==> src/rtl/mem_bus_pkg.sv <==
// Shared definitions for the multiplexed external memory bus sequencer.
// Holds the FSM encoding and default watchdog sizing.
package mem_bus_pkg;

  typedef enum logic [1:0] {
    ST_IDLE = 2'd0,
    ST_ADDR = 2'd1,
    ST_DATA = 2'd2,
    ST_DONE = 2'd3
  } state_t;

  localparam int unsigned DefDataWidth     = 32;
  localparam int unsigned DefAddrWidth     = 24;
  localparam int unsigned DefTimeoutCycles = 16;
  localparam int unsigned DefTimeoutWidth  = 5;

  // Address phase drives the core address zero-extended onto the AD lines.
  function automatic logic [DefDataWidth-1:0] zext_addr(input logic [DefAddrWidth-1:0] a);
    return {{(DefDataWidth-DefAddrWidth){1'b0}}, a};
  endfunction

endpackage

==> src/rtl/bus_wait_timer.sv <==
// Data-phase wait counter: synchronous clear, count enable, terminal-count flag at TimeoutCycles-1.
// Latency: tc reflects the registered count; no backpressure, it saturates at terminal count.
module bus_wait_timer
  import mem_bus_pkg::*;
#(
  parameter int unsigned TimeoutCycles = DefTimeoutCycles,
  parameter int unsigned TimeoutWidth  = DefTimeoutWidth
) (
  input  logic clock,
  input  logic reset,
  input  logic clr,
  input  logic en,
  output logic tc
);

  logic [TimeoutWidth-1:0] count;

  assign tc = (count == TimeoutWidth'(TimeoutCycles - 1));

  always_ff @(posedge clock or negedge reset) begin
    if (!reset) begin
      count <= '0;
    end else if (clr) begin
      count <= '0;
    end else if (en && !tc) begin
      count <= count + 1'b1;
    end
  end

endmodule

==> src/rtl/mem_bus_seq.sv <==
// Multiplexed AD-bus cycle sequencer: address phase, data phase with wait states, done/ack.
// Latency req->ack is 3 cycles plus wait states; req is ignored while busy, watchdog aborts with err.
module mem_bus_seq
  import mem_bus_pkg::*;
#(
  parameter int unsigned DataWidth     = DefDataWidth,
  parameter int unsigned AddrWidth     = DefAddrWidth,
  parameter int unsigned TimeoutCycles = DefTimeoutCycles,
  parameter int unsigned TimeoutWidth  = DefTimeoutWidth
) (
  input  logic                 clock,
  input  logic                 reset,
  input  logic                 req,
  input  logic                 we,
  input  logic [AddrWidth-1:0] addr,
  input  logic [DataWidth-1:0] wdata,
  output logic                 busy,
  output logic                 ack,
  output logic                 err,
  output logic [DataWidth-1:0] rdata,
  output logic                 addr_sel_n,
  output logic [DataWidth-1:0] bus_ad_out,
  output logic                 bus_ad_oe,
  input  logic [DataWidth-1:0] bus_ad_in,
  output logic                 bus_ale,
  output logic                 bus_rd_n,
  output logic                 bus_wr_n,
  input  logic                 bus_ready
);

  state_t                 state;
  logic                   cap_we;
  logic [DataWidth-1:0]   cap_wdata;
  logic                   wait_tc;

  bus_wait_timer #(
    .TimeoutCycles (TimeoutCycles),
    .TimeoutWidth  (TimeoutWidth)
  ) u_wait_timer (
    .clock (clock),
    .reset (reset),
    .clr   (state == ST_ADDR),
    .en    (state == ST_DATA),
    .tc    (wait_tc)
  );

  // Outputs are loaded on the edge entering each state so they are valid for its whole cycle.
  always_ff @(posedge clock or negedge reset) begin
    if (!reset) begin
      state      <= ST_IDLE;
      cap_we     <= 1'b0;
      cap_wdata  <= '0;
      busy       <= 1'b0;
      ack        <= 1'b0;
      err        <= 1'b0;
      rdata      <= '0;
      addr_sel_n <= 1'b0;
      bus_ad_out <= '0;
      bus_ad_oe  <= 1'b0;
      bus_ale    <= 1'b0;
      bus_rd_n   <= 1'b1;
      bus_wr_n   <= 1'b1;
    end else begin
      ack <= 1'b0;
      err <= 1'b0;
      case (state)
        ST_IDLE: begin
          if (req) begin
            state      <= ST_ADDR;
            cap_we     <= we;
            cap_wdata  <= wdata;
            busy       <= 1'b1;
            bus_ale    <= 1'b1;
            bus_ad_oe  <= 1'b1;
            bus_ad_out <= {{(DataWidth-AddrWidth){1'b0}}, addr};
            addr_sel_n <= 1'b0;
          end
        end
        ST_ADDR: begin
          state      <= ST_DATA;
          bus_ale    <= 1'b0;
          addr_sel_n <= 1'b1;
          if (cap_we) begin
            bus_ad_oe  <= 1'b1;
            bus_ad_out <= cap_wdata;
            bus_wr_n   <= 1'b0;
          end else begin
            bus_ad_oe  <= 1'b0;
            bus_rd_n   <= 1'b0;
          end
        end
        ST_DATA: begin
          // Ready on the terminal-count cycle still counts as a successful transfer.
          if (bus_ready || wait_tc) begin
            state     <= ST_DONE;
            ack       <= 1'b1;
            err       <= !bus_ready;
            bus_rd_n  <= 1'b1;
            bus_wr_n  <= 1'b1;
            bus_ad_oe <= 1'b0;
            if (bus_ready && !cap_we) begin
              rdata <= bus_ad_in;
            end
          end
        end
        ST_DONE: begin
          state      <= ST_IDLE;
          busy       <= 1'b0;
          addr_sel_n <= 1'b0;
        end
        default: state <= ST_IDLE;
      endcase
    end
  end

  a_strobe_excl: assert property (@(posedge clock) disable iff (!reset)
    !(!bus_rd_n && !bus_wr_n));
  a_ale_excl: assert property (@(posedge clock) disable iff (!reset)
    !(bus_ale && (!bus_rd_n || !bus_wr_n)));

endmodule

==> config.mk <==
export PLATFORM = sky130hd
export DESIGN_NAME = mem_bus_seq
export DESIGN_NICKNAME = d
export VERILOG_FILES = /design/src/rtl/mem_bus_pkg.sv /design/src/rtl/bus_wait_timer.sv /design/src/rtl/mem_bus_seq.sv
export SDC_FILE = /design/constraint.sdc
export NUM_CORES = 1
export LEC_CHECK = 0
export CORE_MARGIN = 2
export CORE_UTILIZATION = 48
export CTS_CLUSTER_SIZE = 10
export DETAILED_ROUTE_END_ITERATION = 7
export GPL_ROUTABILITY_DRIVEN = 0
export PLACE_DENSITY = 0.87
export SETUP_SLACK_MARGIN = 0.4
export SYNTH_ARGS = -nofsm -noshare
export SYNTH_HDL_FRONTEND = slang
export SYNTH_SLANG_ARGS = --single-unit
==> constraint.sdc <==
create_clock -name clock -period 4.39 [get_ports clock]
set_input_delay 0.878 -clock clock [delete_from_list [all_inputs] [get_ports clock]]
set_output_delay 0.878 -clock clock [all_outputs]
set_load 0.01 [all_outputs]
# Word level (Yosys, flattened, before mapping)

Index checks and enable logic that the tools add are counted.

Logic and storage cells: 71
Output and inout bits: 72
Memories: 0
Bits in latches: 0
Flip-flop bits (word level): 112
Input port bits: 93
Bits in read-only memories: 0
Bits in writable memories: 0

Mux-type cells: 25
$mul: 0
Shift operators: 0
Divide/modulo/power cells: 0
Equality and inequality tests: 8
$add $sub $neg: 1
Bitwise logic cells: 0
Reduce and logical (&&, ||, !) cells: 23
Order comparisons: 0

Operator list:

| operator                                      | number |
|---|---|
| 2-to-1 mux 32 bit                             | 2 |
| one-hot mux 32 bit (2 select lines)           | 1 |
| AND reduction 3 bit                           | 5 |
| 2-to-1 mux 1 bit                              | 11 |
| 2-to-1 mux 5 bit                              | 2 |
| AND reduction 2 bit                           | 5 |
| != test 2 bit, second input constant          | 4 |
| one-hot mux 1 bit (2 select lines)            | 4 |
| one-hot mux 2 bit (4 select lines)            | 1 |
| nonzero test 2 bit                            | 4 |
| one-hot mux 1 bit (3 select lines)            | 2 |
| nonzero test 3 bit                            | 2 |
| adder 5 x 1 -> 5 bit, second input constant   | 1 |
| == test 5 x 4 -> 1 bit, second input constant | 1 |
| == test 2 bit, second input constant          | 2 |
| 2-to-1 mux 2 bit                              | 2 |
| logical NOT 1 bit                             | 3 |
| == test 2 x 1 -> 1 bit, second input constant | 1 |
| logical AND 1 bit                             | 2 |
| logical NOT 2 bit                             | 1 |
| logical OR 1 bit                              | 1 |

# Depth between registers and ports, before layout

Depth in word-level cells: 5
Gate-level depth with buffers: 7
Gate-level depth less buffers: 6

# Modules after synthesis

Synthesis repeated with hierarchy kept, for this count alone.

Cells, all modules: 321
Area total of the unflattened synthesis: 4874.7 µm²

Modules (own cells, without submodules):

| module         | times used | area an instance (µm²) | cells an instance | sequential area each (µm²) |
|---|---|---|---|---|
| mem_bus_seq    | 1          | 4614.4                 | 298               | 2680.1 |
| bus_wait_timer | 1          | 260.2                  | 23                | 125.1 |

# Least setup slack after synthesis

No wires, ideal clock.

Path type: input-to-reg
Start: input port req
End: register bus_ad_out[0]
Library setup time: 0.127 ns
Arrival: 1.741 ns
Data required time: 4.263 ns
Path buffers: 2
Path slack: 2.522 ns
Cell stages on the path: 5
Cell sequence: nor2b_1 > buf_2 > a21oi_4 > buf_6 > mux2_1

Word-level cells in the longest chain between the ends: 2

RTL lines:

| item                          | RTL line          | text |
|---|---|---|
| start: declaration            | mem_bus_seq.sv:13 | `input logic req,` |
| != test 2 bit (no line)       | --                |  |
| AND reduction 3 bit (no line) | --                |  |
| end signal: assignment        | mem_bus_seq.sv:75 | `bus_ad_out <= {{(DataWidth-AddrWidth){1'b0}}, addr};` |
| end signal: assignment        | mem_bus_seq.sv:85 | `bus_ad_out <= cap_wdata;` |
| end: declaration              | mem_bus_seq.sv:22 | `output logic [DataWidth-1:0] bus_ad_out,` |

Every way passes these cells.
A chain may end at the register's enable or synchronous reset.

# Worst setup path in the final report

Start: register state[1]
End: register bus_ad_out[23]

Word-level cells in the longest chain between the ends: 3
Elaborated cells between the ends (all ways): 7
Classes of those cells: 3 x eq/ne; 1 x mux; 3 x reduce/logical

RTL lines:

| item                                                                 | RTL line             | text |
|---|---|---|
| start: declaration                                                   | mem_bus_seq.sv:31    | `state_t state;` |
| start signal: assignment                                             | mem_bus_seq.sv:50    | `state <= ST_IDLE;` |
| start signal: assignment                                             | mem_bus_seq.sv:69    | `state <= ST_ADDR;` |
| start signal: assignment                                             | mem_bus_seq.sv:80    | `state <= ST_DATA;` |
| == test 2 x 1 -> 1 bit *                                             | --                   |  |
| via u_wait_timer.clr                                                 | bus_wait_timer.sv:11 | `input logic clr,` |
| != test 2 bit (no line) / nonzero test 2 bit (equally long branches) | --                   |  |
| AND reduction 3 bit (no line)                                        | --                   |  |

Mark *: on every way through the listed nets, which the timed path passes. The rest lies on a longest branch.

==> results.json <==
{
  "worstHoldPathType": "flip-flop to flip-flop",
  "cts.reportedPaths.clkPinSlew_ns": 0.11,
  "yosys.area_share.adder_pct": 1.89,
  "post_route_drc_violation_count": 0,
  "avgRoutedWirePerCell_um": 16.5,
  "route.vias.total": 3000,
  "rsz0062_at_grt": "no",
  "fmax_mhz": 355,
  "p_comb_share_pct": 45.3,
  "clkSinkCount": 112,
  "final.setup_skew_ns": 0.0154,
  "dr_wl_met2_um": 4840,
  "n_antenna_cell": 0,
  "clockPowerShare_pct": 15.0,
  "min_tclk_post_route_ns": 2.82,
  "globalRouteOverflowTotal": 0,
  "clock_tree_root_driver_cell": "clkbuf_8",
  "clk-insertion-delay-late_ns": 0.36,
  "setup-violations-final": 0,
  "irDropWorstVdd_v": 0.000350,
  "crit_start": "state[1]",
  "synth_area_um2": 4630,
  "ctsHtreeMaxLevel": 3,
  "drv.max_cap_violation_count": 0,
  "antenna_left": 0,
  "cts_tree": "built",
  "synth_cells": 304,
  "cp.arrival_ns": 3.05,
  "drtIter0Drc": 75,
  "design.core.area_um2": 9280,
  "cts_buffer_depth": 2,
  "yosys.area_share.xor_xnor_pct": 0.378,
  "status": "completed",
  "post_layout_nonfiller_instances": 602,
  "synthFlopType": "dfrtp_1",
  "numCtsBuffers": 9,
  "design.final.nets": 568,
  "gr-usage-all-layers_pct": 19.3,
  "total_leakage_power_nw": 2.79,
  "crit_required_ns": 4.62,
  "wirelength_um": 9920,
  "cp-end-kind": "flip-flop",
  "mappedNetlistNets": 404,
  "fp.dieH_um": 102,
  "tns_ns": 0,
  "dp_hpwl_um": 7310,
  "topRoutingLayerUsed": "met4",
  "avg_inst_size_synth_um2": 15.2,
  "die-width_um": 102,
  "post_cts.resized_instances": 0,
  "switching_fraction_pct": 31.2,
  "number_of_buffers_added_to_fix_hold_violations_after_cts": 0,
  "post_cts.repair.setup_buffers": 0,
  "yosys-mux-area-fraction_pct": 29.1,
  "slew_headroom_pct": 29.9,
  "crit_path_max_fanout": 37,
  "hp-start": "cap_wdata[24]",
  "timing.final.crit_share_pct": 64.3,
  "synth-simple-area-share_pct": 2.73,
  "drt_pass1_iterations": 4,
  "slew_viol_final": 0,
  "drive_above_1_share_pct": 24.7,
  "grt_antenna_before_repair": 0,
  "yosysSeqAreaShare_pct": 60.6,
  "area_growth_from_synthesis_to_layout_pct": 42.5,
  "power_frac_seq_pct": 39.8,
  "dpl.cell_count": 586,
  "grt_start_max_net_pins": 87,
  "avgViaCountPerCell": 4.98,
  "floorplan.die_area_um2": 10500,
  "pin_count": 165,
  "first_global_vias": 3164,
  "met1_length_um": 4280,
  "initial_utilization_pct": 49.9,
  "synth_warnings": 0,
  "yosys.cell_types.count": 29,
  "reg2reg_from": "state[1]",
  "internal-power_mw": 3.13,
  "fp-row-count": 35,
  "synth_enable_flop_cells": 0,
  "worst_pin_slew_ns": 1.05,
  "report.final.hold_viol_count": 0,
  "global_route_wire_length_before_repair_um": 15500,
  "register_bit_total_from_synthesis": 112,
  "synth_top_family_by_area": "multiplexers",
  "power-per-cell-area_nw_per_um2": 689,
  "port-buffer-count": 164,
  "total_switching_power_mw": 1.42,
  "dr_wl_met3_um": 727,
  "critical_path.startpoint_type": "flip-flop",
  "synthArstFlopShare_pct": 100,
  "worstSetupPathType": "flip-flop to flip-flop",
  "synth-compound-area-share_pct": 3.32
}
[sequential cells by signal, summed over array words and instances (netlist names)]
| name | count |
|---|---|
| ack | 1 |
| err | 1 |
| cap_we | 1 |
| busy | 1 |
| bus_ad_oe | 1 |
| rdata | 32 |
| bus_ale | 1 |
| cap_wdata | 32 |
| state | 2 |
| bus_wr_n | 1 |
| addr_sel_n | 1 |
| bus_rd_n | 1 |
| bus_ad_out | 32 |
| u_wait_timer.count | 5 |
[area by class of cell]
class,instances,area [um2]
Clock buffer,9,124
Clock inverter,7,101
Fill cell,653,2680
Inverter,3,11.3
Multi-Input combinational cell,175,1740
Sequential cell,112,2810
Tap cell,129,161
Timing Repair Buffer,167,1660
[per-stage QoR]
step	hold slack [ns]	power (mW)	area (um2)	setup WS, ns	utilization, %
after CTS	0.501	4.60	6600	1.48	71.1
after floorplan	0.460	2.97	4630	2.52	-
final	0.503	4.54	6600	1.57	71.1
after global routing	0.518	4.85	6600	1.32	71.1
after detailed placement	0.479	3.92	6370	1.50	68.7
after global placement	0.472	3.83	6370	1.56	68.7
[metal layers]
metal  GRT usage [%]  up-vias
met2            33.0      126
met1            24.2     1469
met3            5.13        4
met4            5.95        0
li1                -     1401
met5               0        -
[synth_stat cells (3+ instances only)]
cell type	number	area [um2]
dfrtp_1	110	2750
a22o_1	8	70.1
mux2_1	24	270
mux2i_1	3	30.0
mux2_2	93	1050
nand2_1	5	18.8
o21ai_0	3	15.0
ha_1	7	87.6
inv_1	3	11.3
a21oi_1	4	20.0
nor2_1	11	41.3
buf_2	12	60.1
[worst paths after layout]
path / endpoint / slack, ns / depth (start not counted)
min in group asynchronous: rdata[15] / 0.68 / 1
max in group asynchronous: bus_ad_out[14] / 2.70 / 2
worst max register to register: bus_ad_out[23] / 1.57 / 5
worst min-delay path: bus_ad_out[24] / 0.50 / 1
worst min register to register: bus_ad_out[24] / 0.50 / 1
worst max-delay path: bus_ad_out[23] / 1.57 / 5
[layout by cell type (no fill, tap or decap), types with 2 or more instances in the layout]
cell	netlist	routed
dfrtp_1	110	110
mux2_2	93	93
mux2i_1	3	3
inv_6	0	2
mux2_1	24	24
o21ai_0	3	3
nand3b_1	2	2
ha_1	7	6
clkbuf_8	0	9
nand2_1	5	5
a22o_1	8	8
buf_4	0	4
a21oi_1	4	4
dfstp_2	2	2
bufinv_16	0	2
nor2b_1	2	2
nor2_1	11	11
clkdlybuf4s50_1	0	163
inv_1	3	3
[cells by family (layout without fill, tap and decap cells)]
group / count (synthesis) / count (layout)
AO/OA/AOI/OAI: 20 / 20
XOR/XNOR: 2 / 2
AND/OR/NAND/NOR: 26 / 26
multiplexers: 120 / 120
adder cells (fa/ha/maj): 7 / 7
buffers and inverters: 17 / 186
flip-flops: 112 / 112
[power by group through the flow]
stage / combinational (mW) / clock (mW) / sequential [mW]
6_report: 2.06 / 0.681 / 1.81
5_1_grt: 2.23 / 0.747 / 1.86
4_1_cts: 2.09 / 0.697 / 1.81
3_5_place_dp: 2.09 / 0 / 1.83
3_3_place_gp: 2.02 / 0 / 1.80
2_1_floorplan: 1.04 / 0 / 1.93
[worst max-delay path: stages (launching register included)]
cell and delay [ns]:
dfrtp_1 0.42, inv_1 0.12, ha_2 0.74, nand2_1 0.29, a21oi_4 0.74, mux2_1 0.39
Power figures use the tool's default switching activity.
